File: src/rtl/uncache_axi_bridge_pkg.sv
// -----------------------------------------------------------------------------
// uncache_axi_bridge_pkg
// Shared definitions for the uncached-access bus bridge:
//   RstEnable  - reset level of the bridge reset input (active-low)
//   RESP_OKAY  - AXI response code for a successful transfer
//   SIZE_W     - width of the AXI size fields
//   ub_state_e - bridge state encoding (UB_IDLE .. UB_DONE)
// -----------------------------------------------------------------------------
package uncache_axi_bridge_pkg;

    localparam logic       RstEnable = 1'b0;
    localparam logic [1:0] RESP_OKAY = 2'b00;
    localparam int         SIZE_W    = 3;

    typedef enum logic [2:0] {
        UB_IDLE    = 3'd0,
        UB_RD_ADDR = 3'd1,
        UB_RD_DATA = 3'd2,
        UB_WR_REQ  = 3'd3,
        UB_WR_RESP = 3'd4,
        UB_DONE    = 3'd5
    } ub_state_e;

endpackage

File: src/rtl/uncache_axi_bridge_size_enc.sv
// -----------------------------------------------------------------------------
// uncache_axi_bridge_size_enc
// Combinational byte-enable to AXI size encoder.
//   sel_i  [STRB_W]  byte enables of the access
//   size_o [SIZE_W]  log2 of the access width in bytes
// One byte -> 0, two contiguous bytes -> 1, four contiguous bytes -> 2.
// Every other pattern (full width, sparse, empty) is issued as a full-width
// access and the strobes select the bytes.
// -----------------------------------------------------------------------------
module uncache_axi_bridge_size_enc
    import uncache_axi_bridge_pkg::*;
#(
    parameter int STRB_W = 8
) (
    input  logic [STRB_W-1:0] sel_i,
    output logic [SIZE_W-1:0] size_o
);

    always_comb begin
        size_o = SIZE_W'(3);
        for (int i = 0; i < STRB_W; i++) begin
            if (sel_i == (STRB_W'(1) << i)) begin
                size_o = SIZE_W'(0);
            end
            // The bound check keeps a shifted pattern from being truncated
            // into a narrower one at the top of the word.
            if ((i + 1 < STRB_W) && (sel_i == (STRB_W'(3) << i))) begin
                size_o = SIZE_W'(1);
            end
            if ((i + 3 < STRB_W) && (sel_i == (STRB_W'(15) << i))) begin
                size_o = SIZE_W'(2);
            end
        end
    end

endmodule

File: src/rtl/uncache_axi_bridge.sv
// -----------------------------------------------------------------------------
// uncache_axi_bridge
// Performs one uncached load/store from the memory stage as a single-beat
// AXI4-lite-style transfer and pulses refresh when it completes.
//   clk, rst                 clock, synchronous active-low reset
//   sram_e/we/sel/addr/wdata uncached request from the stalled CPU
//   refresh                  one-cycle completion pulse
//   rdata, bus_err           load data / non-OKAY flag of last completion
//   ar*/r*                   read address and read data channels
//   aw*/w*/b*                write address, write data and response channels
// -----------------------------------------------------------------------------
module uncache_axi_bridge
    import uncache_axi_bridge_pkg::*;
#(
    parameter int ADDR_W = 64,
    parameter int DATA_W = 64
) (
    input  logic                clk,
    input  logic                rst,
    input  logic                sram_e,
    input  logic                sram_we,
    input  logic [DATA_W/8-1:0] sram_sel,
    input  logic [ADDR_W-1:0]   sram_addr,
    input  logic [DATA_W-1:0]   sram_wdata,
    output logic                refresh,
    output logic [DATA_W-1:0]   rdata,
    output logic                bus_err,
    output logic [ADDR_W-1:0]   araddr,
    output logic [SIZE_W-1:0]   arsize,
    output logic                arvalid,
    input  logic                arready,
    input  logic [DATA_W-1:0]   rdata_i,
    input  logic [1:0]          rresp,
    input  logic                rvalid,
    output logic                rready,
    output logic [ADDR_W-1:0]   awaddr,
    output logic [SIZE_W-1:0]   awsize,
    output logic                awvalid,
    input  logic                awready,
    output logic [DATA_W-1:0]   wdata,
    output logic [DATA_W/8-1:0] wstrb,
    output logic                wvalid,
    input  logic                wready,
    input  logic [1:0]          bresp,
    input  logic                bvalid,
    output logic                bready
);

    localparam int STRB_W = DATA_W / 8;

    ub_state_e           state_q;
    logic [ADDR_W-1:0]   addr_q;
    logic [STRB_W-1:0]   sel_q;
    logic [DATA_W-1:0]   wdata_q;
    logic [SIZE_W-1:0]   size_d;
    logic [SIZE_W-1:0]   size_q;
    logic [DATA_W-1:0]   rdata_q;
    logic                bus_err_q;
    logic                refresh_q;
    logic                arvalid_q;
    logic                rready_q;
    logic                awvalid_q;
    logic                wvalid_q;
    logic                bready_q;

    // Size is encoded from the live request and latched with it.
    uncache_axi_bridge_size_enc #(
        .STRB_W (STRB_W)
    ) u_size_enc (
        .sel_i  (sram_sel),
        .size_o (size_d)
    );

    // A write channel counts as finished once its valid has already dropped
    // or it handshakes this cycle; this lets AW and W complete in any order.
    logic aw_fin;
    logic w_fin;
    assign aw_fin = !awvalid_q || awready;
    assign w_fin  = !wvalid_q  || wready;

    always_ff @(posedge clk) begin
        if (rst == RstEnable) begin
            state_q   <= UB_IDLE;
            addr_q    <= '0;
            sel_q     <= '0;
            wdata_q   <= '0;
            size_q    <= '0;
            rdata_q   <= '0;
            bus_err_q <= 1'b0;
            refresh_q <= 1'b0;
            arvalid_q <= 1'b0;
            rready_q  <= 1'b0;
            awvalid_q <= 1'b0;
            wvalid_q  <= 1'b0;
            bready_q  <= 1'b0;
        end else begin
            refresh_q <= 1'b0;
            case (state_q)
                UB_IDLE: begin
                    if (sram_e) begin
                        addr_q  <= sram_addr;
                        sel_q   <= sram_sel;
                        wdata_q <= sram_wdata;
                        size_q  <= size_d;
                        if (sram_we) begin
                            awvalid_q <= 1'b1;
                            wvalid_q  <= 1'b1;
                            state_q   <= UB_WR_REQ;
                        end else begin
                            arvalid_q <= 1'b1;
                            state_q   <= UB_RD_ADDR;
                        end
                    end
                end
                UB_RD_ADDR: begin
                    if (arready) begin
                        arvalid_q <= 1'b0;
                        rready_q  <= 1'b1;
                        state_q   <= UB_RD_DATA;
                    end
                end
                UB_RD_DATA: begin
                    if (rvalid) begin
                        rdata_q   <= rdata_i;
                        bus_err_q <= (rresp != RESP_OKAY);
                        rready_q  <= 1'b0;
                        state_q   <= UB_DONE;
                    end
                end
                UB_WR_REQ: begin
                    if (awready) awvalid_q <= 1'b0;
                    if (wready)  wvalid_q  <= 1'b0;
                    if (aw_fin && w_fin) begin
                        bready_q <= 1'b1;
                        state_q  <= UB_WR_RESP;
                    end
                end
                UB_WR_RESP: begin
                    if (bvalid) begin
                        bus_err_q <= (bresp != RESP_OKAY);
                        bready_q  <= 1'b0;
                        state_q   <= UB_DONE;
                    end
                end
                UB_DONE: begin
                    // Pulse lands in the following IDLE cycle, so a request
                    // still held high is recaptured right after refresh.
                    refresh_q <= 1'b1;
                    state_q   <= UB_IDLE;
                end
                default: state_q <= UB_IDLE;
            endcase
        end
    end

    assign refresh = refresh_q;
    assign rdata   = rdata_q;
    assign bus_err = bus_err_q;
    assign araddr  = addr_q;
    assign arsize  = size_q;
    assign arvalid = arvalid_q;
    assign rready  = rready_q;
    assign awaddr  = addr_q;
    assign awsize  = size_q;
    assign awvalid = awvalid_q;
    assign wdata   = wdata_q;
    assign wstrb   = sel_q;
    assign wvalid  = wvalid_q;
    assign bready  = bready_q;

endmodule

File: config.mk
export PLATFORM = sky130hd
export DESIGN_NAME = uncache_axi_bridge
export DESIGN_NICKNAME = d
export VERILOG_FILES = /design/src/rtl/uncache_axi_bridge_pkg.sv /design/src/rtl/uncache_axi_bridge_size_enc.sv /design/src/rtl/uncache_axi_bridge.sv
export SDC_FILE = /design/constraint.sdc
export NUM_CORES = 1
export LEC_CHECK = 0
export BUFFER_PORTS_ARGS = -buffer_cell sky130_fd_sc_hd__buf_2
export CAP_MARGIN = 20
export CORE_AREA = 2 2 192 194
export DETAILED_ROUTE_END_ITERATION = 8
export DIE_AREA = 0 0 194 196
export GPL_TIMING_DRIVEN = 0
export PLACE_DENSITY = 0.44
export SLEW_MARGIN = 20
export SYNTH_ARGS = -nofsm -noshare
export SYNTH_HDL_FRONTEND = slang
export SYNTH_SLANG_ARGS = --single-unit
File: constraint.sdc
create_clock -name clk -period 3.4 [get_ports clk]
set_input_delay 0.17 -clock clk [delete_from_list [all_inputs] [get_ports clk]]
set_output_delay 0.17 -clock clk [all_outputs]
set_load 0.005 [all_outputs]
# Word level (Yosys, flattened, before mapping)
# Cells that the tools add are included.
[totals] elab_cells=116 out_inout_bits=277 regBits=213 inputBits=213
[op_classes] reduce_logical=22 muxes=47 n_eq_ne=34
[ops] cell="3-bit two-way mux" n=24
[ops] cell="8-bit by 4-bit == test with 1-bit output (second input constant)" n=3
[ops] cell="8-bit by 5-bit == test with 1-bit output (second input constant)" n=3
[ops] cell="8-bit by 6-bit == test with 1-bit output (second input constant)" n=3
[ops] cell="8-bit by 7-bit == test with 1-bit output (second input constant)" n=3
[ops] cell="8-bit == test (second input constant)" n=3
[ops] cell="2-bit inequality test (second input constant)" n=9
[ops] cell="8-bit by 2-bit == test with 1-bit output (second input constant)" n=2
[ops] cell="8-bit by 3-bit == test with 1-bit output (second input constant)" n=2
[ops] cell="3-bit case mux with 5 select lines" n=1
[ops] cell="1-bit two-way mux" n=14
[ops] cell="2-bit nonzero test" n=7
[ops] cell="1-bit case mux with 2 select lines" n=6
[ops] cell="4-bit AND reduction" n=3
[ops] cell="3-bit AND reduction" n=3
[ops] cell="8-bit by 1-bit == test with 1-bit output (second input constant)" n=1
[ops] cell="3-bit by 2-bit == test with 1-bit output (second input constant)" n=2
[ops] cell="3-bit == test (second input constant)" n=2
[ops] cell="5-bit AND reduction" n=1
[ops] cell="2-bit two-way mux" n=2
[ops] cell="2-bit AND reduction" n=2
[ops] cell="3-bit by 1-bit == test with 1-bit output (second input constant)" n=1
[ops] cell="3-bit zero test" n=1
[ops] cell="1-bit zero test" n=2
[ops] cell="2 further kinds" n=3

# Logic depth before layout (Yosys ltp)
[logic_depth] depth_word=21 ltp_mapped=7

# Cells and area by module
# Synthesis repeated with hierarchy kept, for this count alone.
[unflattened] hier_cells=1055 area_unflattened_um2=8277.9
[modules_own_cells] module="uncache_axi_bridge" area_per_inst_um2=7952.6 instances=1 seq_area_each_um2=4264.1 cells_each=1008
[modules_own_cells] module="uncache_axi_bridge_size_enc" area_per_inst_um2=325.3 instances=1 seq_area_each_um2=0.0 cells_each=47

# Least setup slack after synthesis
# No wires, ideal clock.
[synth_path] path_type="reg2reg" start="register state_q[1]" end="register size_q[0] (netlist: arsize[0])" required_ns=3.278 path_stages_with_launch=8 setup_ns=0.122 slack_ns=1.778 t_arrival_ns=1.501 path_cell_list="dfxtp_1 -> buf_2 -> or4b_1 -> clkbuf_1 -> a32o_1 -> a21oi_2 -> a21o_1 -> a21oi_1"
[synth_via] elab_chain_len=2
[synth_lines] element="start, declared" line="uncache_axi_bridge.sv:51" rtl="ub_state_e state_q;"
[synth_lines] element="start signal, assigned" line="uncache_axi_bridge.sv:83" rtl="state_q <= UB_IDLE;"
[synth_lines] element="start signal, assigned" line="uncache_axi_bridge.sv:108" rtl="state_q <= UB_WR_REQ;"
[synth_lines] element="start signal, assigned" line="uncache_axi_bridge.sv:111" rtl="state_q <= UB_RD_ADDR;"
[synth_lines] element="3-bit zero test" line="uncache_axi_bridge.sv:98" rtl="case (state_q)"
[synth_lines] element="2-bit AND reduction (no line)"
[synth_lines] element="end signal, assigned" line="uncache_axi_bridge.sv:104" rtl="size_q <= size_d;"
[synth_lines] element="end, declared" line="uncache_axi_bridge.sv:56" rtl="logic [SIZE_W-1:0] size_q;"
# No other way between the ends.
# A chain may end at the register's enable or synchronous reset.

# Worst setup path in the final report
[layout_path] start="register state_q[1]" end="register awvalid_q (netlist: awvalid)"
[layout_via] elab_chain_len=3 word_cells_on_any_way=8 classes_between="4 x eq/ne; 1 x mux; 3 x reduce/logical"
[layout_lines] element="3-bit by 2-bit == test with 1-bit output or 3-bit zero test (tied branches)" line="uncache_axi_bridge.sv:98"
[layout_lines] element="2-bit inequality test (no line) or 2-bit nonzero test (tied branches)"
[layout_lines] element="4-bit AND reduction (no line)"
[layout_lines] element="end signal, assigned" line="uncache_axi_bridge.sv:93" rtl="awvalid_q <= 1'b0;"
[layout_lines] element="end signal, assigned" line="uncache_axi_bridge.sv:106" rtl="awvalid_q <= 1'b1;"
[layout_lines] element="end signal, assigned" line="uncache_axi_bridge.sv:131" rtl="if (awready) awvalid_q <= 1'b0;"
[layout_lines] element="end, declared" line="uncache_axi_bridge.sv:62" rtl="logic awvalid_q;"
# Several ways; a longest one is shown, not always the timed one.

==> reports/qor.tcl <==
set qor(critPathSlowestCell) {sky130_fd_sc_hd__dlygate4sd3_1}
set qor(finalNonFillerCells) 2252
set qor(die_y_um) 196
set qor(netlist-cell-type-count) 45
set qor(cap_violations) 0
set qor(critical_path.endpoint_type) {register}
set qor(placeableCoreArea_um2) 36100
set qor(holdBufCountCts) 199
set qor(grt_max_degree) 13
set qor(worst_skew_pair.late_latency_ns) 0.53
set qor(synthesis.area_per_instance_um2) 7.80
set qor(rows) 70
set qor(cts.htree.levels) 1
set qor(die_width_um) 194
set qor(final_hold_viol_count) 0
set qor(antenna_cells) 0
set qor(die_area_um2) 38000
set qor(setup_total_negative_slack_ns) 0
set qor(yosysWarningCount) 0
set qor(yosys_most_used_dff) {sky130_fd_sc_hd__dfxtp_1}
set qor(r2r-start) {state_q[1]$_SDFFE_PN0P_}
set qor(clock_slew_at_the_register_clock_pins_of_the_worst_setup_and_hold_paths_ns) 0.06
set qor(p_leak_nw) 6.72
set qor(mappedNetlistArea_um2) 8240
set qor(synth.yosys.seq_area_share_pct) 51.5
set qor(number_of_cells_traversed_by_the_worst_register_to_register_path) 6
set qor(cp_num_buf_inv) 3
set qor(setup.reg_to_reg.worst_slack_ns) 1.24
set qor(critPathMaxFanout) 10
set qor(r2r_end) {awvalid$_SDFFE_PN0P_}
set qor(synth_enable_flop_cells) 0
set qor(fin_worst_hold_slack_ns) 0.0437
set qor(timing.critical_path.from_type) {register}
set qor(clockBufferDepth) 3
set qor(drt_wl_total_mm) 35.7
set qor(antenna_left) 0
set qor(post_synth_main_area_contributors) {sky130_fd_sc_hd__dfxtp_1, sky130_fd_sc_hd__nand2_1, sky130_fd_sc_hd__a21oi_1, sky130_fd_sc_hd__buf_4, sky130_fd_sc_hd__buf_2}
set qor(hold_path.class) {in2reg}
set qor(worst_hold_start) {sram_sel[0]}
set qor(initial_utilization_pct) 22.8
set qor(dr.first_iter.drc_count) 256
set qor(hpwl_mm) 26.4
set qor(final_critical_path_setup_slack_ns) 1.24
set qor(criticalPathCategory) {reg2reg}
set qor(first_global_vias) 9575
set qor(nFillCells) 3807
set qor(report.power.total_mw) 8.79
set qor(post-route-period-util_pct) 63.5
set qor(timing.fmax_mhz) 463
set qor(antenna_found_initial) 0
set qor(worstHoldPathCells) 3
set qor(drc) 0
set qor(yosys_register_bits) 212
set qor(synth_top_area_share_pct) 51.5
set qor(post_route_cells_drive_above_1_share_pct) 35.5
set qor(post_drt_wl_per_cell_um) 15.8
set qor(grt_pass1_wl_mm) 54.4
set qor(grt_setup_unrepaired) {false}
set qor(ctsRootBufferMaster) {sky130_fd_sc_hd__clkbuf_16}
set qor(globalRouteOverflowTotal) 0
set qor(worst_path_most_repeated_cell) {sky130_fd_sc_hd__buf_2}
set qor(max_slew_margin_pct) 48.2
set qor(postLayoutCoreUtil_pct) 39.2
set qor(placement.setup.worst_slack_ns) 1.21
set qor(post-synth-top-area-cell) {sky130_fd_sc_hd__dfxtp_1}
set qor(synth_most_common_cell) {sky130_fd_sc_hd__nand2_1}
set qor(dr_total_vias) 9526
set qor(critical-path-max-stage-delay_ns) 0.58
set qor(min_to) {wstrb[0]$_SDFFE_PN0P_}
set qor(report.final.slew_viol_count) 0
set qor(clock_tree_from_tritoncts) {built}
set qor(finalInstanceArea_um2) 14100
set qor(global_route.usage.total_pct) 17.9
set qor(cp_cell_sequence) {buf_2, nor4b_4, buf_2, a21oi_1, a311oi_1, dlygate4sd3_1}
set qor(timing_worst_slew_pin_value_ns) 0.777
set qor(finClkSkew_ns) 0.00744
set qor(period_needed_ns) 2.16
set qor(placed_area_um2) 11200
set qor(input_output_buffers) 483
set qor(postCtsResizedCells) 0
set qor(top_level_ports) 490
set qor(finalSetupViolCount) 0
set qor(cts_sinks) 212
set qor(power.density_cell_area_nw_per_um2) 621
set qor(synth_async_sr_flop_share_pct) 0
set qor(clock_buffer_count_from_cts) 26
set qor(status) {finished, final reports clean}
set qor(placedCellCount) 2008
set qor(routabilityCongestion) 0.796
set qor(drtPass1Iterations) 8
set qor(flow.area_growth_from_synthesis_pct) 71.7
set qor(post_synth_most_frequent_cells) {sky130_fd_sc_hd__nand2_1, sky130_fd_sc_hd__dfxtp_1, sky130_fd_sc_hd__a21oi_1, sky130_fd_sc_hd__buf_4, sky130_fd_sc_hd__clkbuf_1}
set qor(power.ir.vdd_worst_mv) 0.380
set qor(number_of_post_cts_setup_repair_buffers) 0
set qor(synth_cells) 1056
set qor(fin_nets) 1980
set qor(category_of_cells_accounting_for_the_largest_share_of_critical_path_delay) {buffers and inverters}
set qor(worst_ep_arrival_time_ns) 2.63
set qor(req_time_crit_path_ns) 3.87
set qor(vias_per_cell) 4.23
==> flip-flops by register name (all words and copies together), names as in the netlist <==
| signal | cells |
|---|---|
| araddr | 64 |
| arsize | 2 |
| arvalid | 1 |
| awvalid | 1 |
| bready | 1 |
| bus_err | 1 |
| rdata | 64 |
| refresh | 1 |
| rready | 1 |
| state_q | 3 |
| wdata | 64 |
| wstrb | 8 |
| wvalid | 1 |
==> cell families after synthesis <==
group | count (synthesis) | share of synthesized area (%)
AO/OA/AOI/OAI | 233 | 15.0
XOR/XNOR | 3 | 0.319
buffers and inverters | 152 | 10.9
other | 1 | 0.0455
AND/OR/NAND/NOR | 451 | 21.7
flip-flops | 212 | 51.5
multiplexers | 4 | 0.501
==> per-layer routing <==
| layer | GRT usage, % | routed length, um |
|---|---|---|
| met5 | 0 | 0 |
| met4 | 4.46 | 830 |
| met3 | 3.90 | 2240 |
| met2 | 32.3 | 17500 |
| met1 | 21.5 | 15100 |
==> where the power goes <==
group | internal (mW) | switching (mW) | leakage [nW]
logic | 1.21 | 1.41 | 4.55
registers | 2.91 | 0.276 | 1.73
clock network | 1.87 | 1.11 | 0.447
==> cells in the final DEF (no fill, tap or decap), types with 2 or more instances in the layout <==
master	Yosys	final
sky130_fd_sc_hd__o21a_1	2	2
sky130_fd_sc_hd__dlygate4sd3_1	0	199
sky130_fd_sc_hd__nor3_1	9	9
sky130_fd_sc_hd__clkinv_2	0	2
sky130_fd_sc_hd__nand2_1	407	407
sky130_fd_sc_hd__clkbuf_1	38	44
sky130_fd_sc_hd__buf_4	74	74
sky130_fd_sc_hd__nand3_1	5	5
sky130_fd_sc_hd__nor2_1	13	13
sky130_fd_sc_hd__buf_2	31	514
sky130_fd_sc_hd__mux2i_1	3	3
sky130_fd_sc_hd__a221o_1	2	2
sky130_fd_sc_hd__buf_6	2	2
sky130_fd_sc_hd__xnor2_1	2	2
sky130_fd_sc_hd__or3_1	2	2
sky130_fd_sc_hd__dfxtp_1	212	212
sky130_fd_sc_hd__inv_1	5	5
sky130_fd_sc_hd__bufinv_16	0	4
sky130_fd_sc_hd__a311oi_1	2	2
sky130_fd_sc_hd__a21oi_1	207	207
sky130_fd_sc_hd__nor3b_1	4	4
sky130_fd_sc_hd__clkbuf_8	0	6
sky130_fd_sc_hd__and3_1	3	3
sky130_fd_sc_hd__clkbuf_16	0	27
sky130_fd_sc_hd__o211ai_1	2	2
sky130_fd_sc_hd__conb_1	1	2
sky130_fd_sc_hd__o21ai_0	7	7
==> worst max path at each step <==
stage | from | slack (ns) | depth (start not counted) | endpoint
floorplan | state_q[1]$_SDFFE_PN0P_ | 1.78 | 7 | arsize[0]$_SDFFE_PN0P_
global placement | state_q[1]$_SDFFE_PN0P_ | 1.22 | 7 | rdata[60]$_SDFFE_PN0P_
detailed placement | state_q[1]$_SDFFE_PN0P_ | 1.21 | 7 | rdata[60]$_SDFFE_PN0P_
CTS | state_q[1]$_SDFFE_PN0P_ | 1.20 | 7 | rdata[60]$_SDFFE_PN0P_
global route | state_q[1]$_SDFFE_PN0P_ | 1.03 | 7 | rdata[54]$_SDFFE_PN0P_
finish | state_q[1]$_SDFFE_PN0P_ | 1.24 | 6 | awvalid$_SDFFE_PN0P_
==> worst reg2reg max path: cells and delay by family (launching register included) <==
kind            cells  cell delay [ns]
simple gates        1             0.38
compound gates      2             0.37
flops               1             0.29
buf+inv             3             1.07
==> final cells by class <==
type                       instances  area (um2)  area share [%]
timing repair buffer             682        4410            31.2
sequential                       212        4240            30.0
multi-input combinational        693        3100            21.9
buffer                           146         880            6.22
clock buffer                      39         781            5.52
tap                              468         586            4.14
clock inverter                     6         130           0.920
inverter                           6        22.5           0.159
No activity file was read; power rests on OpenSTA's default activity.
